[src/rtl/condition_flag_unit_pkg.sv]
// Shared condition-code constants and NZCV flag bit positions.
// The ALU and the main decoder import these too.
package condition_flag_unit_pkg;

  localparam int unsigned NUM_FLAGS = 4;
  localparam int unsigned COND_W    = 4;

  localparam int unsigned FLAG_N = 3;
  localparam int unsigned FLAG_Z = 2;
  localparam int unsigned FLAG_C = 1;
  localparam int unsigned FLAG_V = 0;

  localparam logic [COND_W-1:0] COND_EQ = 4'h0;
  localparam logic [COND_W-1:0] COND_NE = 4'h1;
  localparam logic [COND_W-1:0] COND_CS = 4'h2;
  localparam logic [COND_W-1:0] COND_CC = 4'h3;
  localparam logic [COND_W-1:0] COND_MI = 4'h4;
  localparam logic [COND_W-1:0] COND_PL = 4'h5;
  localparam logic [COND_W-1:0] COND_VS = 4'h6;
  localparam logic [COND_W-1:0] COND_VC = 4'h7;
  localparam logic [COND_W-1:0] COND_HI = 4'h8;
  localparam logic [COND_W-1:0] COND_LS = 4'h9;
  localparam logic [COND_W-1:0] COND_GE = 4'hA;
  localparam logic [COND_W-1:0] COND_LT = 4'hB;
  localparam logic [COND_W-1:0] COND_GT = 4'hC;
  localparam logic [COND_W-1:0] COND_LE = 4'hD;
  localparam logic [COND_W-1:0] COND_AL = 4'hE;
  localparam logic [COND_W-1:0] COND_NV = 4'hF;

  typedef struct packed {
    logic n;
    logic z;
    logic c;
    logic v;
  } nzcv_t;

endpackage

[src/rtl/condition_flag_unit_cond_check.sv]
// Combinational condition evaluator: (cond, registered NZCV) -> pass/fail.
module condition_flag_unit_cond_check
  import condition_flag_unit_pkg::*;
(
  input  logic [COND_W-1:0]    cond,
  input  logic [NUM_FLAGS-1:0] flags,
  output logic                 cond_ex
);

  nzcv_t f;
  logic  ge;

  assign f  = nzcv_t'(flags);
  assign ge = (f.n == f.v);

  always_comb begin
    cond_ex = 1'b1;
    case (cond)
      COND_EQ: cond_ex = f.z;
      COND_NE: cond_ex = ~f.z;
      COND_CS: cond_ex = f.c;
      COND_CC: cond_ex = ~f.c;
      COND_MI: cond_ex = f.n;
      COND_PL: cond_ex = ~f.n;
      COND_VS: cond_ex = f.v;
      COND_VC: cond_ex = ~f.v;
      COND_HI: cond_ex = f.c & ~f.z;
      COND_LS: cond_ex = ~f.c | f.z;
      COND_GE: cond_ex = ge;
      COND_LT: cond_ex = ~ge;
      COND_GT: cond_ex = ~f.z & ge;
      COND_LE: cond_ex = f.z | ~ge;
      default: cond_ex = 1'b1;
    endcase
  end

endmodule

[src/rtl/condition_flag_unit.sv]
// Architectural NZCV register with one-entry save slot; predicates the
// decoder's PC/register/memory write strobes on the registered flags.
module condition_flag_unit
  import condition_flag_unit_pkg::*;
#(
  parameter int unsigned DATA_FLAGS = 4
) (
  input  logic                  clk,
  input  logic                  reset,
  input  logic [COND_W-1:0]     cond,
  input  logic [DATA_FLAGS-1:0] alu_flags,
  input  logic [1:0]            flag_w,
  input  logic                  pcs,
  input  logic                  reg_w,
  input  logic                  mem_w,
  input  logic                  save_flags,
  input  logic                  restore_flags,
  output logic                  cond_ex,
  output logic                  pc_src,
  output logic                  reg_write,
  output logic                  mem_write,
  output logic [DATA_FLAGS-1:0] flags,
  output logic [DATA_FLAGS-1:0] saved_flags
);

  logic [DATA_FLAGS-1:0] flags_next;

  // Predication uses only registered flags, so alu_flags never loops into cond_ex.
  condition_flag_unit_cond_check u_cond_check (
    .cond    (cond),
    .flags   (flags),
    .cond_ex (cond_ex)
  );

  assign pc_src    = pcs   & cond_ex;
  assign reg_write = reg_w & cond_ex;
  assign mem_write = mem_w & cond_ex;

  // Restore beats any ALU update; N,Z and C,V halves update independently.
  always_comb begin
    flags_next = flags;
    if (restore_flags) begin
      flags_next = saved_flags;
    end else if (cond_ex) begin
      if (flag_w[1]) begin
        flags_next[FLAG_N] = alu_flags[FLAG_N];
        flags_next[FLAG_Z] = alu_flags[FLAG_Z];
      end
      if (flag_w[0]) begin
        flags_next[FLAG_C] = alu_flags[FLAG_C];
        flags_next[FLAG_V] = alu_flags[FLAG_V];
      end
    end
  end

  // Saving captures the pre-edge flags, so save+restore swaps the registers.
  always_ff @(posedge clk or posedge reset) begin
    if (reset) begin
      flags       <= '0;
      saved_flags <= '0;
    end else begin
      flags <= flags_next;
      if (save_flags) begin
        saved_flags <= flags;
      end
    end
  end

endmodule

[config.mk]
export PLATFORM = sky130hd
export DESIGN_NAME = condition_flag_unit
export DESIGN_NICKNAME = d
export VERILOG_FILES = /design/src/rtl/condition_flag_unit_pkg.sv /design/src/rtl/condition_flag_unit_cond_check.sv /design/src/rtl/condition_flag_unit.sv
export SDC_FILE = /design/constraint.sdc
export NUM_CORES = 1
export LEC_CHECK = 0
export ABC_AREA = 1
export CAP_MARGIN = 10
export CORE_UTILIZATION = 38
export DETAILED_ROUTE_END_ITERATION = 12
export DONT_BUFFER_PORTS = 1
export PLACE_DENSITY = 0.64
export SYNTH_ARGS = -nofsm -noshare
export SYNTH_HDL_FRONTEND = slang
export SYNTH_SLANG_ARGS = --single-unit
[constraint.sdc]
create_clock -name clk -period 1.8 [get_ports clk]
set_input_delay 0.27 -clock clk [delete_from_list [all_inputs] [get_ports clk]]
set_output_delay 0.27 -clock clk [all_outputs]
set_load 0.05 [all_outputs]
==> metrics, run 1 <==
RePlAce Congestion=0.847; Sw Ratio=a little under half; Ant. Diodes=0; crit-path max FO=4; post-layout util=61.1%; DP HPWL=1240 um; # IOs=29; Crit-path slowest cell=dfrtp_2; Tightest Pin Transition=513 ps; Initial Util=40.9%; num rows=14; cell count after placement=between 100 and 150; Final setup viols=4; crit share post-route=108%; DRT met1 WL=between 600 and 700 um; CTS tree=yes; residual DRC count=0; #FFs+latches synth=8; Pre-Repair DR Iteration Count=4; status=complete, but fails checks; CP endpoint kind=output pin; chip width=42.5 um; pin count of the biggest net entering global routing=12; post-route ant nets=0; met3 WL=around 120 um; RSZ-0062 raised after global routing=yes; P_leak=0.479 nW; CTS sink cnt=8; Mapped Avg Cell Area=5.88 um^2; synth unique cells=15; die area=1810 um^2; wire per inst=12.2 um; Port Buf Inserts=0; total grt overflow=0; Final Net Count=143; cell-internal power=0.464 mW; crit path cell chain=inv_2, nand2_4, nand3_4, a21oi_4, nor2_4, nand2_4, clkinvlp_4, nor2_4, buf_12; CTS Buf Count=3; Min Clock Period, post-route=a little under 2000 ps; H-tree Lvls=1; Slew Limit Headroom=65.8%; Max clock buf depth=2; Vert. Die Dim=~42 um; vias=741; Req. time, crit path=1530 ps; Hold Crit Class=input port to register; Synth Cell Area=between 600 and 700 um^2; critical path class=register to output pin; Cells after Synth=around 110; part of the power in registers=34.6%; Peak VDD IR=501 uV; Cell Pwr Density=948 nW/um^2; Net Switching=about 0.42 mW; clk root buf=clkbuf_4; Max Cap Violations=0; CP Launch Type=register; fin area=931 um^2; Total GRT Usage=19.7%; layout cell share with drive strength beyond 1=about two fifths; wire length on met2=889 um; Synth Warn #=0; vias in the first global route=around 660; combinational power share=48.4%; arrival time worst endpoint=1680 ps; failing checks=negative setup slack; max incr delay on CP=430 ps; syn nets=123; hold_ws=101 ps; sequential share of the synthesized area=32.1%; Skew-Pair Late Insertion Delay=approximately 260 ps; Clk network pwr share=17.0%; Vias/cell=5.26; initial DRC count=8; first-pass GRT wire length=roughly 2700 um; Max Clock Freq=513 MHz; initial antenna violation count=0; Slew Viols, Final=0; final hold vios=0; Max Clock Skew=7.35 ps; Placed Instance Area=between 700 and 800 um^2; final wirelength=1720 um; highest routed layer=met4; Final WS setup=-149 ps; Layout Cells excl Fill=roughly 140; P&R area growth vs syn=49.4%; Clk pin slew, worst setup/hold paths=around 60 ps; core area=1520 um^2
## cell families (layout without fill, tap and decap cells)
logic type / after synthesis / after routing / synth area share, %
AOI/OAI and AO/OA: 9 / 9 / 7.23
buffers and inverters: 20 / 39 / 12.2
DFF: 8 / 8 / 32.1
and+or+nand+nor: 69 / 69 / 48.4
## sequential cells by signal, summed over array words and instances, names as in the netlist
name         flops
flags            4
saved_flags      4
## power groups by stage
stage / registers (mW) / clock network [mW] / logic (mW)
floorplan: 0.353 / 0 / 0.189
global placement: 0.302 / 0 / 0.335
detailed placement: 0.303 / 0 / 0.338
CTS: 0.300 / 0.154 / 0.388
global route: 0.311 / 0.164 / 0.456
finish: 0.306 / 0.150 / 0.427
## stage by stage
stage / setup TNS, ps / total power, mW / setup slack, ps
2_1_floorplan: -274 / 0.542 / -107
3_3_place_gp: 0 / 0.637 / 103
3_5_place_dp: 0 / 0.641 / 74.1
4_1_cts: -388 / 0.842 / -117
5_1_grt: -850 / 0.930 / -232
6_report: -516 / 0.882 / -149
## Yosys cell counts
master	count	area share (%)
a21oi_1	5	4.0
buf_2	1	0.80
clkbuf_1	1	0.60
clkinv_1	1	0.60
dfrtp_1	8	32
inv_1	16	9.6
inv_2	1	0.60
nand2_1	34	20
nand2_2	3	3.0
nand3_1	15	12
nand3_2	1	1.6
nor2_1	12	7.2
nor2_2	2	2.0
o21ai_0	4	3.2
or2_2	2	2.0
## repair_timing
item | 4_1_cts | 5_1_grt
hold buffers | 1 | 0
pin swaps | 8 | 7
endpoints found under the setup margin | 3 | 6
endpoints found under the hold margin | 8 | 0
buffers inserted | 6 | 2
gates resized for setup | 9 | 12
## path summary, 6_finish.rpt
kind                             from        endpoint  slack, ps  depth (start not counted)
setup / recovery             flags[0]       mem_write       -150                          9
min in group asynchronous       reset  saved_flags[1]        400                          2
hold / removal             save_flags  saved_flags[3]        100                          1
max in group asynchronous       reset        flags[3]       1140                          2
hold reg to reg              flags[2]        flags[2]        580                          2
setup reg to reg             flags[0]        flags[3]        130                         12
## critical path: cells and delay by family, from the launching register on
kind / cells / cell delay (ps)
flops: 1 / 430
buf+inv: 3 / 350
compound gates: 1 / 170
simple gates: 5 / 460
## cell usage in the layout, fill, tap and decap left out, drive strengths merged
master / netlist / routed
dlygate4sd3: 0 / 1
or2: 2 / 2
o21ai: 4 / 4
clkbuf: 1 / 4
dfrtp: 8 / 8
clkinvlp: 0 / 1
buf: 1 / 16
nand2: 37 / 37
nor2: 14 / 14
a21oi: 5 / 5
clkinv: 1 / 1
inv: 17 / 16
nand3: 16 / 16
## layer usage
metal  track usage (%)  vias to the layer above
met1              25.1                      348
li1                  -                      364
met4              7.50                        0
met3              3.02                        2
met5                 0                        -
met2              33.2                       27
## area by class of cell
type                            instances  area (um^2)
Inverter                               18         71.3
Fill cell                             143          593
Tap cell                               16         20.0
Timing Repair Buffer                   17          168
Multi-Input combinational cell         78          440
Sequential cell                         8          205
Clock buffer                            4         26.3
Note: power is estimated with default switching activity, not from simulation.
==> run 2, diff against run 1 <==
--- a/config.mk
+++ b/config.mk
@@ -11,6 +11,7 @@
 export DETAILED_ROUTE_END_ITERATION = 12
 export DONT_BUFFER_PORTS = 1
 export PLACE_DENSITY = 0.64
+export SKIP_CTS_REPAIR_TIMING = 1
 export SYNTH_ARGS = -nofsm -noshare
 export SYNTH_HDL_FRONTEND = slang
 export SYNTH_SLANG_ARGS = --single-unit
==> metrics, run 2 (synthesis gave the netlist of run 1 again) <==
reg-to-reg critical path endpoint=flags[3]; sum of buffers and inverters on the critical path=2; Clk pin slew, worst setup/hold paths=60 ps; vias=712; Max Clock Skew=~9 ps; crit share post-route=109%; crit path to=pc_src; CTS tree=yes; Layout Cells excl Fill=141; fin area=948 um^2; Final WS setup=-161 ps; Hold Crit Class=input port to register; # IOs=29; clk root buf=clkbuf_4; status=complete, but fails checks; biggest regs=flags: 4 flops, saved_flags: 4 flops; CP endpoint kind=output pin; CP delay by family, top=simple AND/OR/NAND/NOR gates; critical path class=register to output pin; Vert. Die Dim=42.5 um; layout cell share with drive strength beyond 1=42.4%; Placed Instance Area=764 um^2; vias in the first global route=589; Max Clock Freq=510 MHz; RePlAce Congestion=0.847; commonest non-fill, non-tap cell in the layout=nand2_1; arrival time worst endpoint=approximately 1700 ps; P&R area growth vs syn=52.2%; DRT met1 WL=704 um; cell count after placement=128; first-pass GRT wire length=roughly 2400 um; Ant. Diodes=0; final wirelength=roughly 1700 um; multi-input logic area=454 um^2; residual DRC count=0; Tightest Pin Transition=approximately 510 ps; RSZ-0062 raised after global routing=yes; final hold vios=0; wire per inst=11.7 um; failing checks=negative setup slack; Initial Util=40.9%; num rows=14; Final Net Count=143; chip width=42.5 um; Min Clock Period, post-route=1960 ps; initial DRC count=10; initial antenna violation count=0; CP Launch Type=register; crit-path max FO=4; FF-to-FF path depth=12; Final setup viols=4; die area=1810 um^2; core area=1520 um^2; Vias/cell=5.05; Slew Viols, Final=0; total grt overflow=0; Max Cap Violations=0; Total GRT Usage=~18%; commonest non-fill, non-tap cells in the layout=nand2_1 (26), nand3_1 (12), inv_1 (12), buf_4 (12); hold path cells=1; highest routed layer=met4; Peak VDD IR=between 500 and 600 uV; pin count of the biggest net entering global routing=12; CP startpoint=flags[2]; max incr delay on CP=420 ps; post-route total power=0.886 mW; Worst R2R Setup Slack=between 100 and 150 ps; H-tree Lvls=1; Max clock buf depth=2; DP HPWL=1240 um; P_leak=0.483 nW; critical path depth in cells=10; Skew-Pair Late Insertion Delay=260 ps; Cell Pwr Density=just over 900 nW/um^2; post-route ant nets=0; crit path cell chain=nor2_1, nand2_1, nor2_1, nand2_2, nand2_2, nor2_4, nand2_4, clkinvlp_4, nor2_4, buf_12; CTS sink cnt=8; fill cell count=between 100 and 150; Req. time, crit path=1530 ps; Crit-path slowest cell=dfrtp_2; flip-flop and latch area=a little over 200 um^2; R2R Path Start=flags[1]; Slew Limit Headroom=65.9%; Port Buf Inserts=0; met3 WL=89 um; wire length on met2=840 um; Pre-Repair DR Iteration Count=5; CTS Buf Count=3
-- run 2: power by group --
part | total (mW) | internal, mW | switching, mW
logic | 0.435 | 0.173 | 0.262
clock network | 0.147 | 0.0849 | 0.0626
registers | 0.304 | 0.213 | 0.0909
total | 0.886 | 0.470 | 0.416
-- run 2: worst min-delay path by stage --
stage                     startpoint             end  slack, ps
after floorplan                reset  saved_flags[0]         90
after global placement         reset  saved_flags[0]        120
after detailed placement       reset  saved_flags[0]        120
after CTS                      reset  saved_flags[1]       -160
after global routing      save_flags  saved_flags[1]        100
final                     save_flags  saved_flags[3]        110
-- run 2: metrics by stage --
stage	hold WS [ps]	setup WS [ps]	util (%)	setup TNS (ps)
floorplan	85.4	-107	-	-274
finish	105	-161	62.2	-549
detailed placement	125	74.1	50.2	0
global route	100	-267	62.2	-948
CTS	-159	-203	51.9	-586
global placement	119	103	50.2	0
-- run 2: cell type report --
cell class                 count  area share [%]
inverter                      18            7.52
multi-input combinational     78            47.9
clock buffer                   4            2.77
tap                           16            2.11
timing repair buffer          17            18.1
sequential                     8            21.6
-- run 2: metal layers --
metal / GRT usage, % / vias up
met1: 23.2 / 326
met3: 3.02 / 2
met5: 0 / -
met4: 7.50 / 0
met2: 28.6 / 22
li1: - / 362
==> run 3, diff against run 2 <==
--- a/config.mk
+++ b/config.mk
@@ -8,6 +8,7 @@
 export ABC_AREA = 1
 export CAP_MARGIN = 10
 export CORE_UTILIZATION = 38
+export CTS_BUF_LIST = sky130_fd_sc_hd__clkbuf_8 sky130_fd_sc_hd__clkbuf_16
 export DETAILED_ROUTE_END_ITERATION = 12
 export DONT_BUFFER_PORTS = 1
 export PLACE_DENSITY = 0.64
==> metrics, run 3 (synthesis gave the netlist of run 1 again) <==
Port Buf Inserts=0; Ant. Diodes=0; crit share post-route=109%; Cell Pwr Density=about 1000 nW/um^2; post-route ant nets=0; CP endpoint kind=output pin; R2R Path Start=flags[1]; cell count after placement=~130; Skew-Pair Late Insertion Delay=240 ps; Max Cap Violations=0; initial antenna violation count=0; Final Net Count=143; Hold Crit Class=input port to register; core area=1520 um^2; Worst R2R Setup Slack=~180 ps; commonest non-fill, non-tap cell in the layout=nand2_1; Layout Cells excl Fill=between 100 and 150; crit path cell chain=inv_2, nand2_2, nand3_2, nand2_1, nor2_2, nor2_4, nand2_4, clkinvlp_4, nor2_4, buf_12; clk root buf=clkbuf_8; initial DRC count=13; vias in the first global route=603; biggest regs=flags: 4 flops, saved_flags: 4 flops; vias=around 720; Max clock buf depth=2; FF-to-FF path depth=12; H-tree Lvls=1; Total GRT Usage=18.7%; commonest non-fill, non-tap cells in the layout=nand2_1 (27), nand3_1 (12), inv_1 (12), buf_4 (12), nor2_1 (8); num rows=14; Req. time, crit path=between 1500 and 2000 ps; CP delay by family, top=simple AND/OR/NAND/NOR gates; CP startpoint=flags[1]; crit-path max FO=4; P&R area growth vs syn=56.8%; CP Launch Type=register; Vias/cell=around 5.1; part of the power in registers=between 30 and 40%; Crit-path slowest cell=dfrtp_2; Clk network pwr share=23.1%; Final setup viols=4; Slew Viols, Final=0; hold path cells=1; # IOs=29; Net Switching=0.435 mW; total grt overflow=0; failing checks=negative setup slack; most frequent CP cell=nor2_4; cell-internal power=0.543 mW; RSZ-0062 raised after global routing=yes; pin count of the biggest net entering global routing=12; die area=1810 um^2; Vert. Die Dim=between 40 and 50 um; CTS tree=yes; arrival time worst endpoint=1690 ps; status=complete, but fails checks; chip width=42.5 um; Sw Ratio=44.5%; P_leak=0.497 nW; max incr delay on CP=between 400 and 500 ps; DP HPWL=roughly 1200 um; sum of buffers and inverters on the critical path=3; reg-to-reg critical path endpoint=flags[3]; Max Clock Skew=around 6.2 ps; combinational power share=45.7%; Hold Path Sink=saved_flags[3]; final hold vios=0; Initial Util=40.9%; Peak VDD IR=638 uV; final wirelength=about 1700 um; Clk pin slew, worst setup/hold paths=40 ps; Pre-Repair DR Iteration Count=4; Tightest Pin Transition=521 ps; post-route total power=0.978 mW; Min Clock Period, post-route=1960 ps; CTS Buf Count=3; CTS sink cnt=8; critical path class=register to output pin; wire per inst=12.3 um; first-pass GRT wire length=~2500 um; hold path start=save_flags; Slew Limit Headroom=65.3%; Max Clock Freq=511 MHz; critical path depth in cells=10; RePlAce Congestion=around 0.85; Final WS setup=-158 ps; residual DRC count=0; layout cell share with drive strength beyond 1=43.2%
run 3: cell types whose count changed in the layout (fill, tap and decap cells not counted), sizes merged:
cell	previous run	this run
inv	16	17
clkbuf	4	3
run 3: layout make-up:
type,instances,area (um^2)
flip-flops and latches,8,205
well taps,16,20.0
clock buffers,3,41.3
fillers,143,547
repair buffers,17,180
inverters,18,71.3
multi-input cells,78,455
clock inverters,1,3.75
run 3: how the worst max path moves through the flow:
| stage | to |
|---|---|
| 2_1_floorplan | mem_write |
| 3_3_place_gp | mem_write |
| 3_5_place_dp | mem_write |
| 4_1_cts | mem_write |
| 5_1_grt | pc_src |
| 6_report | pc_src |
run 3: stage by stage:
stage	hold slack (ps)	util, %	setup slack [ps]	setup TNS (ps)	instance area (um^2)
3_5_place_dp	125	50.2	74.1	0	764
6_report	126	64.1	-158	-480	977
4_1_cts	-131	53.1	-174	-498	810
5_1_grt	132	64.1	-233	-761	977
2_1_floorplan	85.4	-	-107	-274	656
3_3_place_gp	119	50.2	103	0	764
run 3: power by group through the flow:
stage,clock [mW],combinational (mW),sequential (mW)
after global placement,0,0.335,0.302
after floorplan,0,0.189,0.353
final,0.226,0.447,0.305
after global routing,0.241,0.476,0.309
after detailed placement,0,0.338,0.303
after CTS,0.232,0.338,0.301
run 3: layer usage:
| layer | routed length (um) | up-vias | global-route usage [%] |
|---|---|---|---|
| li1 | - | 365 | - |
| met1 | 720 | 326 | 23.2 |
| met4 | 48 | 0 | 11.3 |
| met2 | 873 | 22 | 29.2 |
| met3 | 94 | 5 | 4.31 |
| met5 | 0 | - | 0 |
run 3: worst register-to-register path, delay by kind of cell (launching register included):
kind	cells	cell delay (ps)
buffers and inverters	3	420
DFF	1	420
and+or+nand+nor	8	620
AOI/OAI and AO/OA	1	90
